<file path="src/rtl/rv_mem_arb.sv">
// Single-bus memory arbiter: sequences fetch and load/store transactions one at a time,
// with data-priority arbitration bounded by a streak limit and a bus-ack watchdog.
module rv_mem_arb #(
  parameter int ADDR_W          = 32,
  parameter int DATA_W          = 32,
  parameter int DATA_STREAK_MAX = 4,
  parameter int TIMEOUT_CYCLES  = 255
) (
  input  logic                i_clk,
  input  logic                i_reset,
  input  logic                i_pc_change,
  input  logic                i_inst_req,
  input  logic [ADDR_W-1:0]   i_inst_addr,
  output logic                o_inst_gnt,
  output logic                o_inst_rvalid,
  output logic [DATA_W-1:0]   o_inst_rdata,
  output logic                o_inst_err,
  input  logic                i_data_req,
  input  logic                i_data_we,
  input  logic [ADDR_W-1:0]   i_data_addr,
  input  logic [DATA_W/8-1:0] i_data_sel,
  input  logic [DATA_W-1:0]   i_data_wdata,
  output logic                o_data_gnt,
  output logic                o_data_rvalid,
  output logic [DATA_W-1:0]   o_data_rdata,
  output logic                o_data_err,
  output logic                o_need_pause,
  output logic                o_bus_req,
  output logic                o_bus_we,
  output logic [ADDR_W-1:0]   o_bus_addr,
  output logic [DATA_W/8-1:0] o_bus_sel,
  output logic [DATA_W-1:0]   o_bus_wdata,
  input  logic                i_bus_ack,
  input  logic [DATA_W-1:0]   i_bus_rdata
);
  localparam int SEL_W    = DATA_W / 8;
  localparam int STREAK_W = 4;
  localparam int TO_W     = (TIMEOUT_CYCLES > 0) ? $clog2(TIMEOUT_CYCLES + 1) : 1;

  typedef enum logic [1:0] {IDLE, INST_BUSY, DATA_BUSY} state_t;

  state_t              state_q, state_d;
  logic [STREAK_W-1:0] streak_q;
  logic [TO_W-1:0]     tcnt_q;
  logic                discard_q;
  logic                inst_elig, gnt_inst, gnt_data, timeout;

  always_comb begin
    inst_elig = i_inst_req && !i_pc_change;
    gnt_inst  = 1'b0;
    gnt_data  = 1'b0;
    timeout   = 1'b0;
    state_d   = state_q;
    case (state_q)
      IDLE: begin
        if (!i_reset) begin
          // Data wins contention until it has taken DATA_STREAK_MAX grants in a row.
          if (i_data_req && !(inst_elig && streak_q >= STREAK_W'(DATA_STREAK_MAX)))
            gnt_data = 1'b1;
          else if (inst_elig)
            gnt_inst = 1'b1;
        end
        if (gnt_data)      state_d = DATA_BUSY;
        else if (gnt_inst) state_d = INST_BUSY;
      end
      INST_BUSY, DATA_BUSY: begin
        timeout = (TIMEOUT_CYCLES > 0) && !i_bus_ack && (tcnt_q == TO_W'(TIMEOUT_CYCLES));
        if (i_bus_ack || timeout) state_d = IDLE;
      end
      default: state_d = IDLE;
    endcase
  end

  assign o_inst_gnt   = gnt_inst;
  assign o_data_gnt   = gnt_data;
  assign o_need_pause = !i_reset && ((i_data_req && !gnt_data) || (state_q == DATA_BUSY));

  always_ff @(posedge i_clk or posedge i_reset) begin
    if (i_reset) begin
      state_q       <= IDLE;
      streak_q      <= '0;
      tcnt_q        <= '0;
      discard_q     <= 1'b0;
      o_bus_req     <= 1'b0;
      o_bus_we      <= 1'b0;
      o_bus_addr    <= '0;
      o_bus_sel     <= '0;
      o_bus_wdata   <= '0;
      o_inst_rvalid <= 1'b0;
      o_inst_rdata  <= '0;
      o_inst_err    <= 1'b0;
      o_data_rvalid <= 1'b0;
      o_data_rdata  <= '0;
      o_data_err    <= 1'b0;
    end else begin
      state_q       <= state_d;
      o_inst_rvalid <= 1'b0;
      o_inst_err    <= 1'b0;
      o_data_rvalid <= 1'b0;
      o_data_err    <= 1'b0;

      if (gnt_data) begin
        o_bus_req   <= 1'b1;
        o_bus_we    <= i_data_we;
        o_bus_addr  <= i_data_addr;
        o_bus_sel   <= i_data_sel;
        o_bus_wdata <= i_data_wdata;
        tcnt_q      <= '0;
        discard_q   <= 1'b0;
        if (inst_elig && streak_q != {STREAK_W{1'b1}})
          streak_q <= streak_q + STREAK_W'(1);
      end else if (gnt_inst) begin
        o_bus_req   <= 1'b1;
        o_bus_we    <= 1'b0;
        o_bus_addr  <= i_inst_addr;
        o_bus_sel   <= {SEL_W{1'b1}};
        o_bus_wdata <= '0;
        tcnt_q      <= '0;
        discard_q   <= 1'b0;
        streak_q    <= '0;
      end

      if (state_q != IDLE) begin
        if (i_bus_ack || timeout) begin
          o_bus_req <= 1'b0;
          discard_q <= 1'b0;
          if (state_q == DATA_BUSY) begin
            o_data_rvalid <= 1'b1;
            o_data_rdata  <= timeout ? '0 : i_bus_rdata;
            o_data_err    <= timeout;
          end else if (!discard_q && !i_pc_change) begin
            o_inst_rvalid <= 1'b1;
            o_inst_rdata  <= timeout ? '0 : i_bus_rdata;
            o_inst_err    <= timeout;
          end
        end else begin
          tcnt_q <= tcnt_q + TO_W'(1);
          // A redirect while the fetch is on the bus makes its response stale.
          if (state_q == INST_BUSY && i_pc_change) discard_q <= 1'b1;
        end
      end
    end
  end
endmodule

</file>
<file path="config.mk">
export PLATFORM = sky130hd
export DESIGN_NAME = rv_mem_arb
export DESIGN_NICKNAME = d
export VERILOG_FILES = /design/src/rtl/rv_mem_arb.sv
export SDC_FILE = /design/constraint.sdc
export NUM_CORES = 1
export LEC_CHECK = 0
export ABC_AREA = 0
export CAP_MARGIN = 20
export CORE_AREA = 2 2 107 109
export DETAILED_ROUTE_END_ITERATION = 10
export DIE_AREA = 0 0 109 111
export DONT_BUFFER_PORTS = 1
export PLACE_DENSITY = 0.8
export SLEW_MARGIN = 25
export SYNTH_ARGS = -nofsm -noshare
export SYNTH_HDL_FRONTEND = slang
export SYNTH_SLANG_ARGS = --single-unit
</file>
<file path="constraint.sdc">
create_clock -name i_clk -period 6.2 [get_ports i_clk]
set_input_delay 1.24 -clock i_clk [delete_from_list [all_inputs] [get_ports i_clk]]
set_output_delay 1.24 -clock i_clk [all_outputs]
set_load 0.01 [all_outputs]
</file>
# == Word-level counts from Yosys, hierarchy flattened ==
# Index checks and enable logic that the tools add are counted.
# word_totals
inputBits,139
ff_bits,153
wordCells,105
# classes
bitwise,1
addsub,2
magnitude_cmp,1
muxes,53
n_eq_ne,7
n_reduce_logical,26
# op_table
operator,count
2-to-1 mux 32 bit,5
2-to-1 mux 1 bit,35
2-to-1 mux 8 bit,4
2-to-1 mux 4 bit,5
logical AND 1 bit,9
"adder 8 x 1 -> 8 bit, second input constant",1
"== test 8 bit, second input constant",1
logical NOT 1 bit,6
2-to-1 mux 2 bit,3
"adder 4 x 1 -> 4 bit, second input constant",1
"greater-or-equal comparator 4 x 3 -> 1 bit, second input constant",1
"inequality test 4 bit, second input constant",1
case mux 2 bit (2 select lines),1
AND reduction 2 bit,2
AND reduction 4 bit,1
nonzero test 2 bit,2
logical OR 1 bit,3
"inequality test 3 bit, second input constant",1
AND reduction 3 bit,1
"== test 2 x 1 -> 1 bit, second input constant",1
"== test 2 bit, second input constant",1
logical NOT 2 bit,1
"inequality test 2 x 1 -> 1 bit, second input constant",1
"inequality test 2 bit, second input constant",1
other kinds (2),2

# == Depth between registers and ports, before layout ==
# Gate-level depths: netlist of the first run.
# logic_depth
depth_word,14
ltp_mapped,8

# == Worst setup path after synthesis of the first run ==
# Ideal clock, no wire load.
# synth_timing
path_kind,input-to-output
startpoint,input port i_pc_change
endpoint,output port o_need_pause
cell_stages,6
path_buffers,2
arrival_ps,2239
setup_slack_ps,2721
path_cell_list,nand2b_1 o211ai_1 buf_2 buf_4 a21oi_1 nor2_1
# synth_between
elab_chain_cells,13
# synth_lines
element,line,source
from (decl),11,"input logic i_pc_change,"
logical NOT 1 bit,49,inst_elig = i_inst_req && !i_pc_change;
logical AND 1 bit,49,
logical AND 1 bit,58,if (i_data_req && !(inst_elig && streak_q >= STREAK_W'(DATA_STREAK_MAX)))
logical NOT 1 bit,58,
logical AND 1 bit,58,
2-to-1 mux 1 bit,58,
2-to-1 mux 1 bit,56,if (!i_reset) begin
2-to-1 mux 1 bit (2 in series),54,case (state_q)
logical NOT 1 bit,76,assign o_need_pause = !i_reset && ((i_data_req && !gnt_data) || (state_q == DATA_BUSY));
logical AND 1 bit,76,
logical OR 1 bit,76,
logical AND 1 bit,76,
to (decl),27,"output logic o_need_pause,"
# Every way passes these cells. The select of a mux whose other input is x is not followed.

# == Worst setup path after layout of the first run ==
# layout_timing
startpoint,input port i_pc_change
endpoint,output port o_inst_gnt
# layout_between
elab_chain_cells,9
elab_cells_between_ends,10
# layout_lines
element,line,source
logical NOT 1 bit *,49,
logical AND 1 bit *,49,
logical AND 1 bit,58,
logical NOT 1 bit,58,
logical AND 1 bit,58,
2-to-1 mux 1 bit *,58,
2-to-1 mux 1 bit *,56,
2-to-1 mux 1 bit * (2 in series),54,
to (decl),14,"output logic o_inst_gnt,"
# Mark *: on every way between the ends. The rest lies on a longest branch, timed or not. The select of a mux whose other input is x is not followed.

==> impl_metrics.yaml, run 1 <==
critical_path:
  worst_setup_start_kind: "primary input"
  critPathArrivalTime_ns: 2.46
  critical_path_required_ns: 4.96
  crit_fanout: 34
  worstSetupEndpointType: "primary output"
  critical_path_class: "primary input to primary output"
die:
  initial_core_util_pct: 54.60
  coreArea_mm2: 0.01108
  io_pins: 280
  die_y_um: 111
  die_w_um: 109
  floorplan.rows: 39
  fp.dieArea_mm2: 0.01210
run:
  max-cap-violations: 0
power_and_ir_drop:
  cellLeakagePower_uw: 0.002939
  vdd_ir_drop_max_uv: 322.5
  power_density_mw_per_mm2: 555.2
timing:
  slew_headroom_pct: 40.50
  max_slew.worst_pin.slew_ns: 0.8925
  timing.final.max_slew_violations: 0
  clock-skew-final_ns: 0.006330
  minimum_clock_period_ns: 3.705
  tns_ns: 0
  hold_violations: 0
  grt_setup_unrepaired: "no"
  setup_viol_count_final: 0
  achievable-frequency_mhz: 269.9
  finalWorstSetupSlack_ns: 2.495
  final.period_utilization_pct: 59.75
layout:
  final_nets: 609
  antenna_cells_inserted: 0
  area_growth_syn_to_layout_pct: 9.888
  layout-drive-gt1-share_pct: 10.46
routing:
  via_count: 4207
  route.detailed.drc: 0
  total_wire_length_um: 14730
  detail_route.first_pass.iterations: 6
  route.detailed.wl_per_inst_um: 23.71
  detailedRoute.firstIterationViolations: 487
  final_antenna_net_count: 0
  detail_route.vias_per_cell: 6.775
global_routing:
  vias_in_the_first_global_route: 4179
  grt_pass1_wl_um: 22310
  grt.overflow.total: 0
  antenna_found_initial: 0
  gr-usage-all-layers_pct: 24.10
  grt_max_degree: 106
cts:
  clk-insertion-delay-late_ns: 0.41
  cts_buffer_depth: 2
  cts_setup_buffers: 0
  post_cts_hold_buffer_count: 0
  deepest_level_of_the_cts_h_tree: 4
  post_cts_resized: 0
  clock_sinks: 153
  tritoncts: "yes"
  clk_transition_reported_paths_ns: 0.06
  cts.root.buffer_cell: "sky130_fd_sc_hd__clkbuf_16"
  cts_buffers: 17
placement:
  routability_congestion_estimate_from_global_placement: 0.8500
  io_buffer_count: 0
  place.detailed.hpwl_um: 9992
  place_worst_setup_slack_ns: 2.160
synth:
  yosys.area.top_type_share_pct: 63.30
  netlist-cell-type-count: 43
  yosysWarnings: 0
  syn-cell-area_mm2: 0.006048
  synth.cells.most_frequent: "sky130_fd_sc_hd__dfrtp_1 (153), sky130_fd_sc_hd__nor2_1 (70), sky130_fd_sc_hd__a32o_1 (64)"
  async_flop_share_pct: 100.0
  number_of_flops_mapped_to_enable_cells_by_yosys: 0
  yosys.area.top_type: "sky130_fd_sc_hd__dfrtp_1"
  synth.most_common_cell: "sky130_fd_sc_hd__dfrtp_1"
  yosys_register_bits: 153
  ys_dominant_reg_cell: "sky130_fd_sc_hd__dfrtp_1"
  synth_sequential_area_ratio_pct: 63.30
  syn_avg_cell_area_um2: 12.63
  post_syn_instances: 479
  synthTopCellsByArea: "sky130_fd_sc_hd__dfrtp_1 (63%), sky130_fd_sc_hd__a32o_1 (11%), sky130_fd_sc_hd__a22o_1 (4.9%)"
  synth_nets: 623
outcome:
  run_status: "complete, no violations"
hold_path:
  kind_of_path_behind_the_tightest_hold_check: "flip-flop to flip-flop"
[kinds of logic (layout without fill, tap and decap cells)]
family / after synthesis / count (layout) / share of synthesized area (%)
AO/OA/AOI/OAI: 156 / 156 / 21.76
multiplexers: 4 / 4 / 0.6620
AND/OR/NAND/NOR: 113 / 113 / 8.937
flip-flops: 153 / 153 / 63.30
buffers and inverters: 47 / 46 / 4.158
XOR/XNOR: 1 / 1 / 0.1448
adder cells (fa/ha/maj): 5 / 5 / 1.034
[final cells by class]
class                           instances  area, um2
Inverter                                8      35.03
Clock buffer                           17      425.4
Multi-Input combinational cell        279       1977
Tap cell                              143      178.9
Timing Repair Buffer                    6      45.04
Clock inverter                         15      156.4
Fill cell                             873       4431
Sequential cell                       153       3829
[per-stage QoR]
stage                     util (%)  cells  hold slack [ns]  area, um2  power (uW)
after detailed placement     54.70    589           0.4750       6060        2702
after global placement       54.70    589           0.4561       6060        2643
after CTS                    59.96    621           0.5053       6641        3711
after floorplan                  -    479           0.4411       6048        2478
after global routing         60.00    621           0.5278       6646        3897
final                        60.00    621           0.5062       6646        3690
[where the power goes]
group / internal (uW) / leakage [uW] / switching (uW)
Combinational: 342 / 0.000779 / 361
Sequential: 1430 / 0.00188 / 550
Clock: 568 / 0.000281 / 439
Total: 2340 / 0.00294 / 1350
[sequential cells by signal (all words and copies together) (netlist names), 2 cells and up]
name	cells
o_bus_addr	32
o_bus_wdata	32
o_data_rdata	32
o_inst_rdata	32
tcnt_q	8
o_bus_sel	4
streak_q	4
state_q	2
[per-layer routing]
layer | track usage (%) | routed length [um] | share of wire, % | up-vias
met1 | 28.77 | 5360 | 36 | 2106
li1 | - | - | - | 1798
met4 | 6.667 | 232 | 1.6 | 0
met5 | 0 | 0 | 0 | -
met3 | 10.88 | 1884 | 13 | 21
met2 | 39.25 | 7249 | 49 | 282
[placed cells by master (no fill, tap or decap), types with 2 or more instances in the layout]
master and n:
sky130_fd_sc_hd__buf_4 6, sky130_fd_sc_hd__nor2_1 70, sky130_fd_sc_hd__nand2_4 2, sky130_fd_sc_hd__a22o_1 34
sky130_fd_sc_hd__clkbuf_16 17, sky130_fd_sc_hd__inv_6 8, sky130_fd_sc_hd__ha_1 5, sky130_fd_sc_hd__dfrtp_1 153
sky130_fd_sc_hd__o211ai_1 3, sky130_fd_sc_hd__nand2_1 14, sky130_fd_sc_hd__mux2i_1 4, sky130_fd_sc_hd__nand4_1 2
sky130_fd_sc_hd__clkinv_4 2, sky130_fd_sc_hd__and3_1 2, sky130_fd_sc_hd__a32o_1 64, sky130_fd_sc_hd__o22ai_1 32
sky130_fd_sc_hd__clkinvlp_4 2, sky130_fd_sc_hd__o21ai_0 5, sky130_fd_sc_hd__nor2b_1 4, sky130_fd_sc_hd__inv_1 6
sky130_fd_sc_hd__o22a_1 4, sky130_fd_sc_hd__nand3_1 4, sky130_fd_sc_hd__nand4_2 2, sky130_fd_sc_hd__and2_1 2
sky130_fd_sc_hd__a21oi_1 8
[worst max-delay path, stage by stage]
cell and delay [ns]:
sky130_fd_sc_hd__nor3b_1 0.30, sky130_fd_sc_hd__nand3_2 0.56, sky130_fd_sc_hd__inv_1 0.36
[final timing paths]
| check | start | endpoint | slack (ns) | depth (start not counted) |
|---|---|---|---|---|
| min in group asynchronous | i_reset | o_bus_wdata[24] | 0.88 | 1 |
| max | i_pc_change | o_inst_gnt | 2.50 | 3 |
| max reg2reg | state_q[0] | o_inst_rdata[28] | 3.78 | 7 |
| max in group asynchronous | i_reset | o_data_rdata[6] | 4.18 | 2 |
| min reg2reg | streak_q[0] | streak_q[0] | 0.51 | 1 |
| min | streak_q[0] | streak_q[0] | 0.51 | 1 |
Note: power is estimated with default switching activity, not from simulation.
==> run 2: changes to the inputs <==
==> constraint.sdc (replaced) <==
create_clock -name i_clk -period 3.75 [get_ports i_clk]
set_input_delay 0.75 -clock i_clk [delete_from_list [all_inputs] [get_ports i_clk]]
set_output_delay 0.75 -clock i_clk [all_outputs]
set_load 0.01 [all_outputs]
==> run 2 against run 1 <==
Global-route usage increased by 1.1 points; clock-buffer cell count increased by 4; non-clock buffer count increased by 2.
==> impl_metrics.yaml, run 2 (synthesis results as in run 1) <==
layout:
  layout.cells.most_common: "sky130_fd_sc_hd__dfrtp_1"
  layout-drive-gt1-share_pct: 10.02
  area_growth_syn_to_layout_pct: 9.806
  final_nets: 611
  final_cell_mix: "sky130_fd_sc_hd__dfrtp_1 (153), sky130_fd_sc_hd__nor2_1 (70), sky130_fd_sc_hd__a32o_1 (64), sky130_fd_sc_hd__a22o_1 (34), sky130_fd_sc_hd__o22ai_1 (32)"
  antenna_cells_inserted: 0
cts:
  deepest_level_of_the_cts_h_tree: 4
  clk-insertion-delay-late_ns: 0.40
  clock_sinks: 153
  cts_buffers: 17
  cts_buffer_depth: 2
  clk_transition_reported_paths_ns: 0.06
  cts_setup_buffers: 0
  post_cts_hold_buffer_count: 0
  post_cts_resized: 0
  tritoncts: "yes"
  cts.root.buffer_cell: "sky130_fd_sc_hd__clkbuf_16"
die:
  coreArea_mm2: 0.01108
  io_pins: 280
  fp.dieArea_mm2: 0.01210
  die_y_um: 111
  die_w_um: 109
  initial_core_util_pct: 54.60
  floorplan.rows: 39
timing:
  timing.final.max_slew_violations: 0
  tns_ns: 0
  minimum_clock_period_ns: 3.015
  max_slew.worst_pin.slew_ns: 0.7384
  grt_setup_unrepaired: "no"
  hold_violations: 0
  final.period_utilization_pct: 80.39
  clock-skew-final_ns: 0.005748
  setup_viol_count_final: 0
  slew_headroom_pct: 50.77
  achievable-frequency_mhz: 331.7
power_and_ir_drop:
  cellLeakagePower_uw: 0.002925
  report.power.total_uw: 6060
  vdd_ir_drop_max_uv: 452.9
  power_density_mw_per_mm2: 912.5
routing:
  route.detailed.drc: 0
  detail_route.vias_per_cell: 6.823
  total_wire_length_um: 15230
  via_count: 4244
  route.detailed.wl_per_inst_um: 24.49
  detail_route.first_pass.iterations: 5
  detailedRoute.firstIterationViolations: 452
  final_antenna_net_count: 0
critical_path:
  reg2reg_from: "state_q[0]"
  critical_path_class: "flip-flop to primary output"
  worst_setup_start_kind: "flip-flop"
  timing.critical_path.cells: "inv_1, ha_1, o211ai_1, buf_4, inv_2"
  worst_path_max_delay_cell: "sky130_fd_sc_hd__inv_2"
  worst-path-buf-inv: 3
  critical_path_required_ns: 3.00
  critPathArrivalTime_ns: 2.26
  worstSetupEndpointType: "primary output"
  crit_fanout: 38
  worst_setup_path_startpoint: "state_q[0]"
  crit_path_max_incr_delay_ns: 0.53
  cp_top_family: "buffers and inverters"
placement:
  routability_congestion_estimate_from_global_placement: 0.8098
  place.detailed.hpwl_um: 10580
  io_buffer_count: 0
global_routing:
  grt_max_degree: 83
  grt_pass1_wl_um: 22940
  antenna_found_initial: 0
  grt.overflow.total: 0
  gr-usage-all-layers_pct: 25.19
  vias_in_the_first_global_route: 4247
hold_path:
  kind_of_path_behind_the_tightest_hold_check: "primary input to async pin"
run:
  max-cap-violations: 0
outcome:
  run_status: "complete, no violations"
## run 2: power breakdown
group / switching [uW] / internal [uW] / total (uW)
Clock: 647 / 945 / 1590
Sequential: 931 / 2370 / 3300
Combinational: 605 / 567 / 1170
Total: 2180 / 3880 / 6060
## run 2: layout make-up
type,count,area [um2]
flip-flops and latches,153,3829
well taps,143,178.9
inverters,8,33.78
multi-input cells,279,1972
fillers,856,4436
repair buffers,8,72.57
clock buffers,21,460.4
clock inverters,10,95.09
## run 2: path summary, 6_finish.rpt
path,depth (start not counted),to,slack [ns]
worst max-delay path,5,o_data_gnt,0.74
worst min-delay path,1,o_bus_wdata[24],0.27
worst max register to register,7,o_inst_rdata[21],1.37
worst min register to register,2,streak_q[1],0.50
max in group asynchronous,2,o_bus_addr[6],2.54
min in group i_clk,1,o_data_err,0.42
## run 2: worst register-to-register path: stages (launching register included)
cell and delay [ns]:
sky130_fd_sc_hd__dfrtp_1 0.37, sky130_fd_sc_hd__inv_1 0.08, sky130_fd_sc_hd__ha_1 0.19, sky130_fd_sc_hd__buf_4 0.26
sky130_fd_sc_hd__nor4_4 0.30, sky130_fd_sc_hd__buf_4 0.40, sky130_fd_sc_hd__nand2_4 0.31, sky130_fd_sc_hd__a32o_1 0.35
## run 2: layer usage
layer | vias up | GRT usage (%) | wire [um]
li1 | 1799 | - | -
met1 | 2128 | 31.00 | 5500
met2 | 285 | 39.09 | 7391
met3 | 32 | 9.759 | 1926
met4 | 0 | 11.37 | 415
met5 | - | 0 | 0
## run 2: through the flow
| stage | setup slack, ns | hold WS (ns) | cells | cell area [um2] | utilization, % |
|---|---|---|---|---|---|
| after global routing | 0.5506 | 0.2935 | 622 | 6641 | 59.96 |
| after CTS | 0.7412 | 0.2659 | 622 | 6641 | 59.96 |
| after detailed placement | 1.113 | 0.4724 | 591 | 6086 | 54.94 |
| final | 0.7352 | 0.2662 | 622 | 6641 | 59.96 |
| after floorplan | 1.069 | 0.4411 | 479 | 6052 | - |
| after global placement | 1.197 | 0.4551 | 591 | 6086 | 54.94 |
==> run 3: changes to the inputs <==
==> constraint.sdc (replaced) <==
create_clock -name i_clk -period 3.1 [get_ports i_clk]
set_input_delay 0.62 -clock i_clk [delete_from_list [all_inputs] [get_ports i_clk]]
set_output_delay 0.62 -clock i_clk [all_outputs]
set_load 0.01 [all_outputs]
==> run 3 against run 2 <==
Clock skew increased by 0.0039 ns; register-to-register slack worse by 0.44 ns; critical path type unchanged; via count down 1.8%; largest power group unchanged; utilization increased by 0.47 points.
==> impl_metrics.yaml, run 3 (synthesis results as in run 1) <==
outcome:
  run_status: "complete, no violations"
timing:
  slew_headroom_pct: 51.13
  whs_ns: 0.2034
  grt_setup_unrepaired: "no"
  setup_viol_count_final: 0
  max_slew.worst_pin.slew_ns: 0.7314
  minimum_clock_period_ns: 2.647
  achievable-frequency_mhz: 377.7
  timing.final.max_slew_violations: 0
  final.period_utilization_pct: 85.40
  clock-skew-final_ns: 0.009613
  tns_ns: 0
  hold_violations: 0
power_and_ir_drop:
  power_density_mw_per_mm2: 1114
  report.power.total_uw: 7455
  cellLeakagePower_uw: 0.002958
  vdd_ir_drop_max_uv: 572.8
cts:
  tritoncts: "yes"
  deepest_level_of_the_cts_h_tree: 4
  clk-insertion-delay-late_ns: 0.40
  clk_transition_reported_paths_ns: 0.06
  cts_setup_buffers: 0
  clock_sinks: 153
  cts.root.buffer_cell: "sky130_fd_sc_hd__clkbuf_16"
  cts_buffer_depth: 2
  post_cts_hold_buffer_count: 0
  cts_buffers: 17
  post_cts_resized: 0
die:
  io_pins: 280
  die_w_um: 109
  coreArea_mm2: 0.01108
  floorplan.rows: 39
  initial_core_util_pct: 54.60
  die_y_um: 111
  fp.dieArea_mm2: 0.01210
critical_path:
  cp_top_family: "buffers and inverters"
  critPathArrivalTime_ns: 2.03
  crit_path_max_incr_delay_ns: 0.55
  critical_path_class: "flip-flop to primary output"
  crit_fanout: 37
  reg2reg_slack_ns: 0.93
  worst_path_max_delay_cell: "sky130_fd_sc_hd__inv_2"
  worstSetupEndpointType: "primary output"
  worst-path-buf-inv: 2
  critical_path_required_ns: 2.48
  worst_setup_start_kind: "flip-flop"
  timing.critical_path.cells: "inv_1, ha_1, o211ai_1, inv_2"
placement:
  routability_congestion_estimate_from_global_placement: 0.8020
  placedCellCount: 591
  io_buffer_count: 0
  place.detailed.hpwl_um: 10430
layout:
  layout-drive-gt1-share_pct: 10.63
  final_cell_mix: "sky130_fd_sc_hd__dfrtp_1 (153), sky130_fd_sc_hd__nor2_1 (70), sky130_fd_sc_hd__a32o_1 (64), sky130_fd_sc_hd__a22o_1 (34), sky130_fd_sc_hd__o22ai_1 (32)"
  area_growth_syn_to_layout_pct: 10.67
  layoutNonFillerInstCount: 623
  layout.cells.most_common: "sky130_fd_sc_hd__dfrtp_1"
  antenna_cells_inserted: 0
  final_nets: 611
  final_standard_cell_utilization_of_the_core_pct: 60.43
run:
  max-cap-violations: 0
routing:
  detail_route.first_pass.iterations: 5
  total_wire_length_um: 15090
  route.detailed.drc: 0
  detailedRoute.firstIterationViolations: 642
  final_antenna_net_count: 0
  route.detailed.wl_per_inst_um: 24.22
  via_count: 4169
  detail_route.vias_per_cell: 6.692
hold_path:
  kind_of_path_behind_the_tightest_hold_check: "primary input to async pin"
global_routing:
  grt.overflow.total: 0
  grt_max_degree: 71
  vias_in_the_first_global_route: 4218
  grt_pass1_wl_um: 22960
  antenna_found_initial: 0
  gr-usage-all-layers_pct: 25.03
-- run 3: cell count changes in the layout (fill, tap and decap cells not counted), sizes merged --
cell | before | now
inv | 8 | 14
clkinvlp | 6 | 4
clkinv | 3 | 2
bufinv | 1 | 2
clkbuf | 21 | 18
-- run 3: worst paths after layout --
path,startpoint,endpoint,cells after the start
worst max-delay path,state_q[0],o_data_gnt,4
min in group i_clk,i_bus_ack,o_data_err,1
max in group asynchronous,i_reset,o_inst_rdata[25],2
worst min register to register,streak_q[1],streak_q[1],2
worst min-delay path,i_reset,o_bus_wdata[19],1
worst max register to register,state_q[0],o_bus_addr[2],7
-- run 3: layout make-up --
| cell class | count | area, um2 |
|---|---|---|
| Clock buffer | 18 | 439.2 |
| Clock inverter | 14 | 156.4 |
| Fill cell | 838 | 4383 |
| Inverter | 8 | 33.78 |
| Multi-Input combinational cell | 279 | 1972 |
| Sequential cell | 153 | 3829 |
| Tap cell | 143 | 178.9 |
| Timing Repair Buffer | 8 | 85.08 |
-- run 3: power by group --
| part | switching [uW] | internal (uW) | total [uW] | leakage, uW |
|---|---|---|---|---|
| logic | 724 | 688 | 1410 | 0.000792 |
| clock network | 835 | 1230 | 2060 | 0.000286 |
| registers | 1120 | 2860 | 3980 | 0.00188 |
-- run 3: metal layers --
metal  track usage (%)  part of all wire (%)  vias to the layer above
met1             30.25                    36                     2063
met2             40.37                    49                      290
met3             9.935                    13                       27
met4             8.889                   1.9                        0
met5                 0                     0                        -
li1                  -                     -                     1789
-- run 3: worst register-to-register path, cell delays in order, from the launching register on --
cell and delay, ns:
sky130_fd_sc_hd__dfrtp_1 0.39, sky130_fd_sc_hd__inv_1 0.09, sky130_fd_sc_hd__ha_1 0.35, sky130_fd_sc_hd__nor2b_1 0.33
sky130_fd_sc_hd__o21a_1 0.30, sky130_fd_sc_hd__buf_4 0.40, sky130_fd_sc_hd__nor2_1 0.10, sky130_fd_sc_hd__nor2_1 0.13
-- run 3: stage by stage --
step                      setup slack, ns  area (um2)
after floorplan                    0.5491        6052
after global placement             0.9997        6098
after detailed placement           0.9175        6098
after CTS                          0.4510        6694
after global routing               0.2573        6694
final                              0.4527        6694
